--- config.mk ---
export PLATFORM = sky130hd
export DESIGN_NAME = dmux_scheduler
export DESIGN_NICKNAME = d
export VERILOG_FILES = /design/src/rtl/dmux_scheduler_pkg.sv /design/src/rtl/dmux_scheduler_dmux1bit.sv /design/src/rtl/dmux_scheduler.sv
export SDC_FILE = /design/constraint.sdc
export NUM_CORES = 1
export LEC_CHECK = 0
export ABC_AREA = 1
export CORE_ASPECT_RATIO = 1.5
export CORE_MARGIN = 1
export CORE_UTILIZATION = 40
export CTS_CLUSTER_SIZE = 40
export DETAILED_ROUTE_END_ITERATION = 12
export PLACE_DENSITY_LB_ADDON = 0.3
export SETUP_SLACK_MARGIN = 0.1
export SLEW_MARGIN = 20
export SYNTH_ARGS = -nofsm -noshare
export SYNTH_HDL_FRONTEND = slang
export SYNTH_SLANG_ARGS = --single-unit
--- constraint.sdc ---
create_clock -name clk -period 1.38 [get_ports clk]
set_clock_uncertainty 0.05 [all_clocks]
set_input_delay 0.276 -clock clk [delete_from_list [all_inputs] [get_ports clk]]
set_output_delay 0.276 -clock clk [all_outputs]
set_load 0.02 [all_outputs]
--- src/rtl/dmux_scheduler_pkg.sv ---
`default_nettype none
// ============================================================================
// Module      : dmux_scheduler_pkg
// Description : Shared encodings and helpers for the demux sequencing
//               controller: FSM state codes, routing-mode codes and the
//               watchdog counter width function.
// Revision    : 1.0 - initial release
// ============================================================================
package dmux_scheduler_pkg;

    // FSM state encoding (1 bit: register empty / word held)
    localparam logic [0:0] ST_IDLE = 1'b0;
    localparam logic [0:0] ST_HOLD = 1'b1;

    // Routing mode encoding
    localparam logic MODE_RR   = 1'b0;
    localparam logic MODE_ADDR = 1'b1;

    // Watchdog counter width: enough to hold TIMEOUT, never narrower than 1.
    function automatic int cnt_width(input int timeout);
        int w;
        w = $clog2(timeout + 1);
        return (w < 1) ? 1 : w;
    endfunction

endpackage : dmux_scheduler_pkg
`default_nettype wire

--- src/rtl/dmux_scheduler_dmux1bit.sv ---
`default_nettype none
// ============================================================================
// Module      : dmux_scheduler_dmux1bit
// Description : 1-bit demultiplexer. Steers din onto output bit sel; every
//               other output bit is 0. Used to build the one-hot channel
//               valid vector.
// Ports       : sel  [NB_SEL-1:0]     - selected output
//               din                   - bit to steer
//               dout [2**NB_SEL-1:0]  - one-hot (or zero) result
// Revision    : 1.0 - initial release
// ============================================================================
module dmux_scheduler_dmux1bit #(
    parameter int NB_SEL = 2
) (
    input  logic [NB_SEL-1:0]      sel,
    input  logic                   din,
    output logic [2**NB_SEL-1:0]   dout
);

    for (genvar k = 0; k < 2**NB_SEL; k++) begin : g_ch
        assign dout[k] = din & (sel == NB_SEL'(k));
    end

endmodule : dmux_scheduler_dmux1bit
`default_nettype wire

--- src/rtl/dmux_scheduler.sv ---
`default_nettype none
// ============================================================================
// Module      : dmux_scheduler
// Description : Sequencing controller in front of a one-hot channel demux.
//               Accepts one word per cycle from a producer (valid/ready),
//               routes it round-robin or by address to one of 2**NB_SEL
//               channels, holds it in a one-entry output register until the
//               selected consumer takes it, and drops it (with a one-cycle
//               drop pulse) if it waits TIMEOUT cycles.
// Ports       : clk, rst_n             - clock, async active-low reset
//               mode                   - 0 round-robin, 1 addressed
//               in_data/in_dest        - producer word / destination
//               in_valid/in_ready      - producer handshake
//               out_data               - held word (broadcast)
//               out_valid [N]          - one-hot channel offer
//               out_ready [N]          - per-channel consumer ready
//               drop                   - watchdog discard pulse
//               cur_sel                - channel of the held word
// Revision    : 1.0 - initial release
// ============================================================================
module dmux_scheduler
    import dmux_scheduler_pkg::*;
#(
    parameter int BUS_WIDTH = 8,
    parameter int NB_SEL    = 2,
    parameter int TIMEOUT   = 16
) (
    input  logic                   clk,
    input  logic                   rst_n,
    input  logic                   mode,
    input  logic [BUS_WIDTH-1:0]   in_data,
    input  logic [NB_SEL-1:0]      in_dest,
    input  logic                   in_valid,
    output logic                   in_ready,
    output logic [BUS_WIDTH-1:0]   out_data,
    output logic [2**NB_SEL-1:0]   out_valid,
    input  logic [2**NB_SEL-1:0]   out_ready,
    output logic                   drop,
    output logic [NB_SEL-1:0]      cur_sel
);

    localparam int N  = 2**NB_SEL;
    localparam int CW = cnt_width(TIMEOUT);

    localparam logic [CW-1:0]     c_cnt_one  = CW'(1);
    localparam logic [CW-1:0]     c_tmo_last = CW'((TIMEOUT == 0) ? 0 : TIMEOUT - 1);
    localparam logic [NB_SEL-1:0] c_ptr_one  = NB_SEL'(1);

    // Registered state
    logic [0:0]           r_state;
    logic [BUS_WIDTH-1:0] r_data;
    logic [NB_SEL-1:0]    r_sel;
    logic [NB_SEL-1:0]    r_rr_ptr;
    logic [CW-1:0]        r_wait_cnt;
    logic                 r_drop;
    logic [N-1:0]         r_out_valid;

    // Next-state / handshake terms
    logic [0:0]           w_nxt_state;
    logic [BUS_WIDTH-1:0] w_nxt_data;
    logic [NB_SEL-1:0]    w_nxt_sel;
    logic [NB_SEL-1:0]    w_nxt_ptr;
    logic [CW-1:0]        w_nxt_cnt;
    logic                 w_nxt_drop;
    logic [N-1:0]         w_nxt_onehot;
    logic                 w_handoff;
    logic                 w_expire;
    logic                 w_accept;
    logic [NB_SEL-1:0]    w_route;

    // Only the selected channel's ready matters; other bits are ignored.
    assign w_handoff = (r_state == ST_HOLD) && out_ready[r_sel];

    // Expiry only when no handoff, so a late handoff always wins.
    assign w_expire  = (TIMEOUT != 0) && (r_state == ST_HOLD) && !w_handoff
                       && (r_wait_cnt == c_tmo_last);

    // Ready is independent of in_valid; it is low on the expiry cycle
    // because that cycle has no handoff by construction.
    assign in_ready  = (r_state == ST_IDLE) || w_handoff;
    assign w_accept  = in_valid && in_ready;
    assign w_route   = (mode == MODE_ADDR) ? in_dest : r_rr_ptr;

    always_comb begin
        w_nxt_state = r_state;
        w_nxt_data  = r_data;
        w_nxt_sel   = r_sel;
        w_nxt_ptr   = r_rr_ptr;
        w_nxt_cnt   = r_wait_cnt;
        w_nxt_drop  = 1'b0;

        if (w_accept) begin
            // Entry to HOLD or back-to-back reload
            w_nxt_state = ST_HOLD;
            w_nxt_data  = in_data;
            w_nxt_sel   = w_route;
            w_nxt_cnt   = '0;
            if (mode == MODE_RR) begin
                w_nxt_ptr = r_rr_ptr + c_ptr_one;
            end
        end else if (w_handoff) begin
            w_nxt_state = ST_IDLE;
        end else if (w_expire) begin
            w_nxt_state = ST_IDLE;
            w_nxt_drop  = 1'b1;
        end else if ((r_state == ST_HOLD) && (TIMEOUT != 0)) begin
            w_nxt_cnt = r_wait_cnt + c_cnt_one;
        end
    end

    // Decode the next-cycle offer so out_valid comes straight from a flop.
    dmux_scheduler_dmux1bit #(
        .NB_SEL (NB_SEL)
    ) u_valid_dmux (
        .sel  (w_nxt_sel),
        .din  (w_nxt_state == ST_HOLD),
        .dout (w_nxt_onehot)
    );

    always_ff @(posedge clk or negedge rst_n) begin
        if (!rst_n) begin
            r_state     <= ST_IDLE;
            r_data      <= '0;
            r_sel       <= '0;
            r_rr_ptr    <= '0;
            r_wait_cnt  <= '0;
            r_drop      <= 1'b0;
            r_out_valid <= '0;
        end else begin
            r_state     <= w_nxt_state;
            r_data      <= w_nxt_data;
            r_sel       <= w_nxt_sel;
            r_rr_ptr    <= w_nxt_ptr;
            r_wait_cnt  <= w_nxt_cnt;
            r_drop      <= w_nxt_drop;
            r_out_valid <= w_nxt_onehot;
        end
    end

    assign out_data  = r_data;
    assign out_valid = r_out_valid;
    assign cur_sel   = r_sel;
    assign drop      = r_drop;

endmodule : dmux_scheduler
`default_nettype wire

==> flow_results.org, run 1 <==
** Status
- Status :: finished with violations
- Violated checks :: setup timing

** Global route
- Largest net degree at the start of global routing :: 24
- Overflow left after global routing :: 0
- Total track usage :: 20.1%
- Antenna violations before repair :: 0
- The first global-routing pass estimated between 4000 and 5000 um of wire.
- Number of global-route vias before repair :: between 1000 and 1500

** Timing
- At the pin with the least slew margin, the transition time is about 0.35 ns.
- Final worst-path setup slack :: -0.170 ns
- Share of the clock period used by the worst path :: 112%
- Derived from the worst setup path, the maximum achievable clock frequency is approximately 650 MHz.
- Hold violation total from the final report :: 0
- Measured against its own limit, the worst slew margin works out to roughly three quarters.
- Setup violations remaining at the end of the flow were counted as 24.
- Setup repair after global routing missed its margin :: yes
- The total count of max-transition violations in the final report was 0.
- Clock period minus worst slack :: around 1.6 ns

** Floorplanning
- Row count :: 22
- 34 I/O pins were placed.
- Die H :: 64.9 um
- Width of the chip :: around 44 um
- For this configuration, the core starts out at a cell density of 42.6%.
- The floorplan step defined a core boundary enclosing 2480 um^2.
- Total Die Area :: around 2900 um^2

** Yosys
- Count of state elements after synthesis :: 23
- Synthesized instance count :: between 100 and 150
- Of the synthesized area, sequential elements account for roughly 55%.
- Post-synthesis net count :: 137
- The top cell type by area accounts for a little over half of the synthesized area.
- Cell type with the largest total area after synthesis :: sky130_fd_sc_hd__dfrtp_1
- The cell area that synthesis handed to floorplanning was 1060 um^2.
- Cell types with the largest area share after synthesis :: sky130_fd_sc_hd__dfrtp_1, sky130_fd_sc_hd__nand2_1, sky130_fd_sc_hd__inv_1, sky130_fd_sc_hd__nand3_1, sky130_fd_sc_hd__nand3_2
- Yosys printed 0 warnings.
- Distinct cell type count of the synthesized netlist :: 21
- Mean cell area of the mapped netlist :: between 9 and 10 um^2

** Placed design
- Once detailed placement completed, the half-perimeter wirelength came to roughly 1800 um.
- Count of buffers from port buffering :: 33
- After detailed placement, the total cell area comes to ~1600 um^2.
- Weighted congestion at the end of routability-driven global placement :: between 0.7 and 0.8
- Before CTS, the worst setup slack after placement is -0.556 ns.

** Clocking
- Count of hold buffers inserted by post-cts repair :: 0
- Maximum buffer depth of the clock tree :: 2
- Clock latency of the later-clocked register in the worst-skew pair :: 0.32 ns
- CTS built an H-tree with a depth of 1.
- The root buffer cell chosen for the clock tree is sky130_fd_sc_hd__clkbuf_4.
- Number of sinks handled by clock tree synthesis :: 23
- CTS tree :: yes
- Total CTS buffers :: 3
- Clock-pin slew was measured on the worst setup and hold paths at 0.13 ns.

** Worst setup path
- The worst setup path is launched from a flop.
- Along the worst path, the maximum fanout reaches 5.
- Startpoint-to-endpoint class of the critical path :: flop to flop
- Arrival time reported for the critical path endpoint :: roughly 1.7 ns
- Worst setup EP type :: flop
- For the worst setup path, the data required time is 1.55 ns.

** Layout
- Number of nets in the finished design :: 200
- Area delta synth->final :: 60.9%
- The finished cells cover ~1700 um^2.
- Fill count :: between 200 and 250
- Layout cell share with drive strength beyond 1 :: a little over two fifths
- Share of the core filled with cells :: 68.6%
- Number of inserted diodes :: 0

** Drt
- Number of vias in the routed layout :: between 900 and 1000
- Post-detailed-routing wire length :: 2510 um
- Once detail routing completed, the nets flagged for antenna violations numbered 0.
- Routed length per placed instance :: ~12 um
- The first routing iteration left 14 violations.
- In the routed design, unresolved DRC markers number 0.
- Using the TritonRoute via totals, the vias-per-cell ratio works out to approximately 4.8.
- For this run, the detailed router's first-pass iteration total came to 6.

** Min path
- The tightest min-delay check is of the primary input to async pin type.

** Pwr
- Dividing total power by cell area gives a power density of 2030 nW/um^2.
- Summed over all cells, the static leakage comes to 0.000876 uW.
- Maximum resistive drop on vdd :: between 1 and 1.5 mV

** Flow run
- Max-capacitance violation count :: 0
==> cells in the mapped netlist, drive strengths merged <==
library cell  count
ha                2
o21ai             4
nand3             9
dfrtp            23
a21oi             2
inv              12
and2              1
mux2i             1
nand2            51
xor2              1
o22ai             1
nor2              8
buf               2
==> layer usage <==
| metal | up-vias | share of wire (%) | track usage [%] |
|---|---|---|---|
| li1 | 485 | - | - |
| met1 | 453 | 36 | 20.9 |
| met2 | 30 | 58 | 38.6 |
| met3 | 5 | 3.9 | 2.51 |
| met4 | 0 | 1.9 | 7.95 |
| met5 | - | 0 | 0 |
==> logic make-up (layout without fill, tap and decap cells) <==
family,Yosys count,after routing,synth area share (%)
adders and majority gates,2,2,2.37
xor gates and xnor gates,1,1,0.830
muxes,1,1,0.948
AOI/OAI and AO/OA,7,7,3.79
and+or+nand+nor,69,70,30.9
buffers and inverters,14,75,6.64
DFF,23,23,54.5
==> cell type report <==
type / count / area [um^2] / area share [%]
multi-input cells: 81 / 522 / 30.7
repair buffers: 59 / 485 / 28.6
inverters: 12 / 57.6 / 3.39
flip-flops and latches: 23 / 578 / 34.0
well taps: 24 / 30.0 / 1.77
clock buffers: 4 / 26.3 / 1.55
==> placed cells by master (no fill, tap or decap), drive strengths merged <==
cell,count
nand2,52
buf,41
dfrtp,23
clkdlybuf4s50,17
inv,12
nand3,9
nor2,8
clkbuf,4
o21ai,4
a21oi,2
ha,2
o22ai,1
and2,1
xor2,1
mux2i,1
dlygate4sd2,1
==> critical path, cell delays in order, from the launching register on <==
cell and delay (ns):
sky130_fd_sc_hd__dfrtp_1 0.42, sky130_fd_sc_hd__ha_2 0.21, sky130_fd_sc_hd__nand2_4 0.07, sky130_fd_sc_hd__nor2_4 0.04, sky130_fd_sc_hd__ha_4 0.16, sky130_fd_sc_hd__inv_4 0.05, sky130_fd_sc_hd__nand3_4 0.12, sky130_fd_sc_hd__buf_6 0.15
sky130_fd_sc_hd__o21ai_4 0.13, sky130_fd_sc_hd__a21oi_2 0.04
==> metrics by stage <==
step,TNS (ns),hold WS [ns],power (uW),cells
after global routing,-4.42,0.264,3690,203
after CTS,-2.04,0.261,3350,202
after floorplan,-0.102,-0.0696,2070,117
after global placement,-6.74,0.407,2890,190
after detailed placement,-7.79,0.412,2940,190
final,-2.25,0.242,3450,203
==> registers in the layout, indices dropped and copies added, names as in the netlist <==
register and count:
cur_sel 2, drop 1, out_data 8, out_valid 4
r_rr_ptr 2, r_state 1, r_wait_cnt 5
==> final timing paths <==
check	start	endpoint	slack [ns]	cells past startpoint
setup reg to reg	r_wait_cnt[0]	r_wait_cnt[2]	-0.17	9
hold / removal	rst_n	out_valid[3]	0.24	2
min in group clk	in_data[0]	out_data[0]	0.43	3
hold reg to reg	out_data[5]	out_data[5]	0.43	2
setup / recovery	r_wait_cnt[0]	r_wait_cnt[2]	-0.17	9
max in group asynchronous	rst_n	cur_sel[0]	0.79	2
==> timing repair <==
item                       in CTS  in global routing
gates cloned                    1                  0
hold endpoints to repair        0                  0
gates resized for setup        73                 17
setup buffers                   7                  1
setup endpoints to repair      38                 28
pin swaps                       5                  6
==> where the power goes <==
group | leakage (uW) | internal, uW | switching [uW]
combinational | 0.000571 | 926 | 1120
sequential | 0.000290 | 933 | 149
clock | 0.0000150 | 113 | 207
total | 0.000876 | 1970 | 1480
Note: power is estimated with default switching activity, not from simulation.
==> run 2: changes to the inputs <==
--- a/config.mk
+++ b/config.mk
@@ -7,10 +7,10 @@
 export LEC_CHECK = 0
 export ABC_AREA = 1
 export CORE_ASPECT_RATIO = 1.5
-export CORE_MARGIN = 1
 export CORE_UTILIZATION = 40
 export CTS_CLUSTER_SIZE = 40
 export DETAILED_ROUTE_END_ITERATION = 12
+export GPL_ROUTABILITY_DRIVEN = 1
 export PLACE_DENSITY_LB_ADDON = 0.3
 export SETUP_SLACK_MARGIN = 0.1
 export SLEW_MARGIN = 20
==> results of run 2 <==
The final DEF is identical to that of run 1; final timing and power are the same.
==> RTL edit 1, RTL diff (config.mk and constraints of run 1) <==
Add an input register stage for `mode`, with the module's reset; this delays it by one clock. The other inputs are not delayed to match.
--- a/src/rtl/dmux_scheduler.sv
+++ b/src/rtl/dmux_scheduler.sv
@@ -47,4 +47,14 @@
     localparam logic [NB_SEL-1:0] c_ptr_one  = NB_SEL'(1);
 
+    logic mode_q;
+
+    always_ff @(posedge clk or negedge rst_n) begin
+        if (!rst_n) begin
+            mode_q <= '0;
+        end else begin
+            mode_q <= mode;
+        end
+    end
+
     // Registered state
     logic [0:0]           r_state;
@@ -80,5 +90,5 @@
     assign in_ready  = (r_state == ST_IDLE) || w_handoff;
     assign w_accept  = in_valid && in_ready;
-    assign w_route   = (mode == MODE_ADDR) ? in_dest : r_rr_ptr;
+    assign w_route   = (mode_q == MODE_ADDR) ? in_dest : r_rr_ptr;
 
     always_comb begin
@@ -96,5 +106,5 @@
             w_nxt_sel   = w_route;
             w_nxt_cnt   = '0;
-            if (mode == MODE_RR) begin
+            if (mode_q == MODE_RR) begin
                 w_nxt_ptr = r_rr_ptr + c_ptr_one;
             end
Check against the original RTL: not equivalent (a bounded check fails within 4 cycles, from zero or initial values and one cycle with rst_n low).
==> RTL edit 1 against run 1 <==
Wire length grew 3.3%; critical path type is now reg -> out; cell area grew 2.8%; synthesized area grew 2.4%; sequential cell count grew 1; worst setup slack lost 0.011 ns; the run still ends with negative setup slack left; largest cell class unchanged; count of clock-buffer cells in the layout is the same; critical endpoint is now in_ready; total power grew 6.4%; clock power grew 15%.
==> RTL edit 1: results (changes against run 1) <==
[metrics] most used standard cells in the synthesized netlist: 46 x sky130_fd_sc_hd__nand2_1, 24 x sky130_fd_sc_hd__dfrtp_1, 10 x sky130_fd_sc_hd__inv_1 (was 46 x sky130_fd_sc_hd__nand2_1, 23 x sky130_fd_sc_hd__dfrtp_1, 10 x sky130_fd_sc_hd__inv_1)
[metrics] Initial DRT Pass Iterations: 2 (was 6)
[metrics] nets in the synthesized netlist: 138 (was 137)
[metrics] maximum fanout along the worst path: 4 (was 5)
[metrics] proportion of synthesized chip area in sequential cells: 55.6% (was 54.5%)
[metrics] count of unique library cells instantiated by Yosys: 21 (unchanged)
[metrics] met2 WL: 1.52 mm (was 1.46 mm)
[metrics] initial drt markers: 9 (was 14)
[metrics] CTS max path bufs: 2 (unchanged)
[metrics] worst hold slack: 0.257 ns (was 0.242 ns)
[metrics] setup tns final: -2.30 ns (was -2.25 ns)
[metrics] Routed Wire Length: 2.60 mm (was 2.51 mm)
[metrics] post-layout worst setup margin: -0.181 ns (was -0.170 ns)
[metrics] slack of the worst reg-to-reg path: -0.15 ns (was -0.17 ns)
[metrics] routing usage on met3: 2.20% (was 2.51%)
[metrics] detailed-placement wirelength estimate: 1.80 mm (was 1.78 mm)
[metrics] Via Count: 1006 (was 973)
[metrics] switch share: 42.2% (was 42.8%)
[metrics] Most used DFF post-synth: sky130_fd_sc_hd__dfrtp_1 (unchanged)
[metrics] Final setup violation count: 22 (was 24)
[metrics] Leak: 0.885 nW (was 0.876 nW)
[metrics] violations in the final reports: negative setup slack (unchanged)
[metrics] fraction of final layout cells with drive strength greater than 1: 45.5% (was 41.9%)
[metrics] arrival time at the worst endpoint: 1.24 ns (was 1.72 ns)
[metrics] number of fill cells: 199 (was 202)
[metrics] port bufs: 33 (unchanged)
[metrics] Worst Max-Slew Pin Slew: 0.318 ns (was 0.347 ns)
[metrics] class of the most critical hold timing path: in -> async (unchanged)
[metrics] biggest area contributors in the synthesized netlist: sky130_fd_sc_hd__dfrtp_1 56%, sky130_fd_sc_hd__nand2_1 16%, sky130_fd_sc_hd__inv_1 3.5% (was sky130_fd_sc_hd__dfrtp_1 55%, sky130_fd_sc_hd__nand2_1 16%, sky130_fd_sc_hd__inv_1 3.6%)
[metrics] met1 Track Usage GR: 18.2% (was 20.9%)
[metrics] met2 GRT Util: 36.0% (was 38.6%)
[metrics] largest net degree at the start of global routing: 25 (was 24)
[metrics] final layout net count: 199 (was 200)
[metrics] last weighted congestion value of the routability-driven placer: 0.698 (was 0.726)
[metrics] outcome: complete, but fails checks (unchanged)
[metrics] detailed-route wire length on metal 1: 912 um (was 911 um)
[metrics] met3 layer wire length in the routed design: 105 um (was 97 um)
[metrics] first-pass GRT wire length: 3.99 mm (was 4.22 mm)
[metrics] global routing usage summed across all routing layers: 18.4% (was 20.1%)
RTL edit 1: changes by cell type after synthesis:
cell / change
sky130_fd_sc_hd__dfrtp_1: +1
RTL edit 1: timing repair:
| action | in CTS | in global routing |
|---|---|---|
| endpoints found under the setup margin | 38 | 31 |
| gates resized for setup | 72 | 30 |
| buffers inserted | 7 | 3 |
| pin swaps | 9 | 9 |
| gates cloned | 1 | 0 |
| hold endpoints to repair | 0 | 0 |
RTL edit 1: worst paths after layout:
path / from / endpoint
worst min-delay path: rst_n / out_valid[2]$_DFF_PN0_
min in group clk: mode / mode_q$_DFF_PN0_
max in group asynchronous: rst_n / cur_sel[0]$_DFF_PN0_
worst min register to register: out_data[4]$_DFFE_PN0N_ / out_data[4]$_DFFE_PN0N_
worst max-delay path: cur_sel[0]$_DFF_PN0_ / in_ready
worst max register to register: r_wait_cnt[1]$_DFFE_PN0P_ / r_wait_cnt[2]$_DFFE_PN0P_
RTL edit 1: critical path: stages, from the launching register on:
cell and delay, ns:
sky130_fd_sc_hd__dfrtp_2 0.46, sky130_fd_sc_hd__inv_2 0.09, sky130_fd_sc_hd__nand2_2 0.06, sky130_fd_sc_hd__nand3_2 0.06
sky130_fd_sc_hd__nand2_2 0.07, sky130_fd_sc_hd__nand2_4 0.07, sky130_fd_sc_hd__buf_6 0.11
RTL edit 1: power groups by stage:
stage	clock network [mW]	registers [mW]	logic [mW]
6_report	0.367	1.13	2.17
5_1_grt	0.404	1.16	2.35
4_1_cts	0.377	1.13	1.98
3_5_place_dp	0	1.14	1.86
3_3_place_gp	0	1.14	1.82
2_1_floorplan	0	1.36	0.764
RTL edit 1: area by class of cell:
class                           count  area, um2  share of cell area, %
Clock buffer                        4       36.3                   2.08
Sequential cell                    24        603                   34.5
Inverter                           12       57.6                   3.30
Tap cell                           36       45.0                   2.58
Timing Repair Buffer               57        480                   27.5
Multi-Input combinational cell     81        524                   30.0
RTL edit 1: cell families (layout without fill, tap and decap cells):
| group | Yosys count | in the layout | share of synthesized area (%) |
|---|---|---|---|
| simple gates | 69 | 70 | 30.2 |
| flops | 24 | 24 | 55.6 |
| buf+inv | 14 | 73 | 6.48 |
| compound gates | 7 | 7 | 3.70 |
| fa+ha+maj | 2 | 2 | 2.31 |
| xor+xnor | 1 | 1 | 0.810 |
| mux | 1 | 1 | 0.926 |
RTL edit 1: per-stage QoR:
| step | std cells | worst slack [ns] | power (mW) | area (um2) |
|---|---|---|---|---|
| 6_report | 214 | -0.181 | 3.67 | 1750 |
| 5_1_grt | 214 | -0.225 | 3.91 | 1750 |
| 4_1_cts | 213 | -0.165 | 3.48 | 1680 |
| 3_5_place_dp | 201 | -0.561 | 3.00 | 1590 |
| 3_3_place_gp | 201 | -0.528 | 2.95 | 1590 |
| 2_1_floorplan | 118 | -0.0312 | 2.13 | 1100 |
==> RTL edit 2, RTL diff (config.mk and constraints of run 1) <==
Without the edit above. `NB_SEL` is set to 2 in 2 places; all go to 1. Comments in the files are not updated.
--- a/src/rtl/dmux_scheduler_dmux1bit.sv
+++ b/src/rtl/dmux_scheduler_dmux1bit.sv
@@ -11,5 +11,5 @@
 // ============================================================================
 module dmux_scheduler_dmux1bit #(
-    parameter int NB_SEL = 2
+    parameter int NB_SEL = 1
 ) (
     input  logic [NB_SEL-1:0]      sel,
--- a/src/rtl/dmux_scheduler.sv
+++ b/src/rtl/dmux_scheduler.sv
@@ -23,5 +23,5 @@
 #(
     parameter int BUS_WIDTH = 8,
-    parameter int NB_SEL    = 2,
+    parameter int NB_SEL    = 1,
     parameter int TIMEOUT   = 16
 ) (
Interface: changed (resized cur_sel, in_dest, out_ready and out_valid); port bits go from 34 to 28. The function was not compared with the original's and may differ.
==> RTL edit 2 against run 1 <==
The flow still finishes with violations (negative setup slack); cell area is 15% lower; wire length is 12% lower; total power is 20% lower; synthesized area is 12% lower; sequential cell count is 4 lower; non-clock buffer count is 11 lower; worst setup slack better by 0.049 ns; utilization is 3.2 points lower; sequential share of layout area is 1.0 points lower; final cell count is 13% lower; critical path type unchanged; critical endpoint is now r_wait_cnt[4]$_DFFE_PN0P_.
==> RTL edit 2: results (changes against run 1) <==
[metrics] share of the synthesized area in compound gates (AO/OA/AOI/OAI): 0.540% (was 3.79%)
[metrics] violations in the final reports: negative setup slack (unchanged)
[metrics] first-pass GRT wire length: 3.02 mm (was 4.22 mm)
[metrics] Leak: 0.756 nW (was 0.876 nW)
[metrics] fraction of final layout cells with drive strength greater than 1: 40.9% (was 41.9%)
[metrics] Routed Wire Length: 2.21 mm (was 2.51 mm)
[metrics] count of unique library cells instantiated by Yosys: 18 (was 21)
[metrics] Cell Area, Placed: 0.00129 mm2 (was 0.00156 mm2)
[metrics] Final setup violation count: 9 (was 24)
[metrics] detailed-placement wirelength estimate: 1.48 mm (was 1.78 mm)
[metrics] maximum vdd drop: 1.15 mV (was 1.17 mV)
[metrics] register area: 477 um2 (was 578 um2)
[metrics] number of synthesized register bits: 19 (was 23)
[metrics] biggest area contributors in the synthesized netlist: sky130_fd_sc_hd__dfrtp_1 51%, sky130_fd_sc_hd__nand2_1 15%, sky130_fd_sc_hd__nand3_1 9.2% (was sky130_fd_sc_hd__dfrtp_1 55%, sky130_fd_sc_hd__nand2_1 16%, sky130_fd_sc_hd__inv_1 3.6%)
[metrics] count of plain and timing-repair buffers in the layout: 48 (was 59)
[metrics] total of cells resized after clock tree synthesis: 52 (was 73)
[metrics] number of global-route vias before repair: 730 (was 1012)
[metrics] nets in the synthesized netlist: 121 (was 137)
[metrics] clk cell area share: 1.91% (was 1.55%)
[metrics] clock-pin slew of the registers on the worst-case setup and hold paths: 0.11 ns (was 0.13 ns)
[metrics] number of fill cells: 180 (was 202)
[metrics] detailed-route wire length on metal 1: 857 um (was 911 um)
[metrics] overall power of the completed layout: 2.76 mW (was 3.45 mW)
[metrics] maximum fanout along the worst path: 8 (was 5)
[metrics] area of the multi-input gates: 454 um2 (was 522 um2)
[metrics] invs w/o clock: 9 (was 12)
[metrics] switch share: 41.2% (was 42.8%)
[metrics] # Post-CTS Setup Buffers: 4 (was 7)
[metrics] mean area per synthesized cell: 8.91 um2 (was 9.03 um2)
[metrics] #MultiIn Comb: 74 (was 81)
[metrics] met2 WL: 1.24 mm (was 1.46 mm)
[metrics] setup tns final: -0.687 ns (was -2.25 ns)
[metrics] Initial DRT Pass Iterations: 4 (was 6)
[metrics] xor and xnor area share after synthesis: 0.945% (was 0.829%)
[metrics] Signal buf overhead: 29.3% (was 28.6%)
[metrics] register share of total power: 32.2% (was 31.4%)
[metrics] port bufs: 27 (was 33)
[metrics] final layout net count: 172 (was 200)
[metrics] post-layout worst setup margin: -0.122 ns (was -0.170 ns)
[metrics] outcome: complete, but fails checks (unchanged)
[metrics] post-DR wirelength/cell: 12.5 um (was 12.4 um)
[metrics] routing usage on met3: 3.30% (was 2.51%)
[metrics] met3 layer wire length in the routed design: 59 um (was 97 um)
[metrics] last weighted congestion value of the routability-driven placer: 0.670 (was 0.726)
[metrics] clock latency on the worst-skew pair: 0.30 ns (was 0.32 ns)
[metrics] met2 GRT Util: 31.0% (was 38.6%)
-- RTL edit 2: cell types whose count changed in the layout (fill, tap and decap cells not counted), sizes merged, moves of 3 or more --
cell / change
nor2: -3
inv: -3
nand4: +3
buf: -9
o21ai: -3
clkdlybuf4s50: -4
nand2: -12
dfrtp: -4
nand3: +11
-- RTL edit 2: worst paths after layout --
kind                                                start                        end  slack [ns]  cells past startpoint
max in group asynchronous                           rst_n          cur_sel$_DFF_PN0_        0.83                      2
worst max-delay path            r_wait_cnt[1]$_DFFE_PN0P_  r_wait_cnt[4]$_DFFE_PN0P_       -0.12                      8
worst min-delay path                                rst_n  r_wait_cnt[1]$_DFFE_PN0P_        0.24                      2
worst max register to register  r_wait_cnt[1]$_DFFE_PN0P_  r_wait_cnt[4]$_DFFE_PN0P_       -0.12                      8
worst min register to register       r_rr_ptr$_DFFE_PN0P_       r_rr_ptr$_DFFE_PN0P_        0.43                      2
min in group clk                     r_rr_ptr$_DFFE_PN0P_       r_rr_ptr$_DFFE_PN0P_        0.43                      2
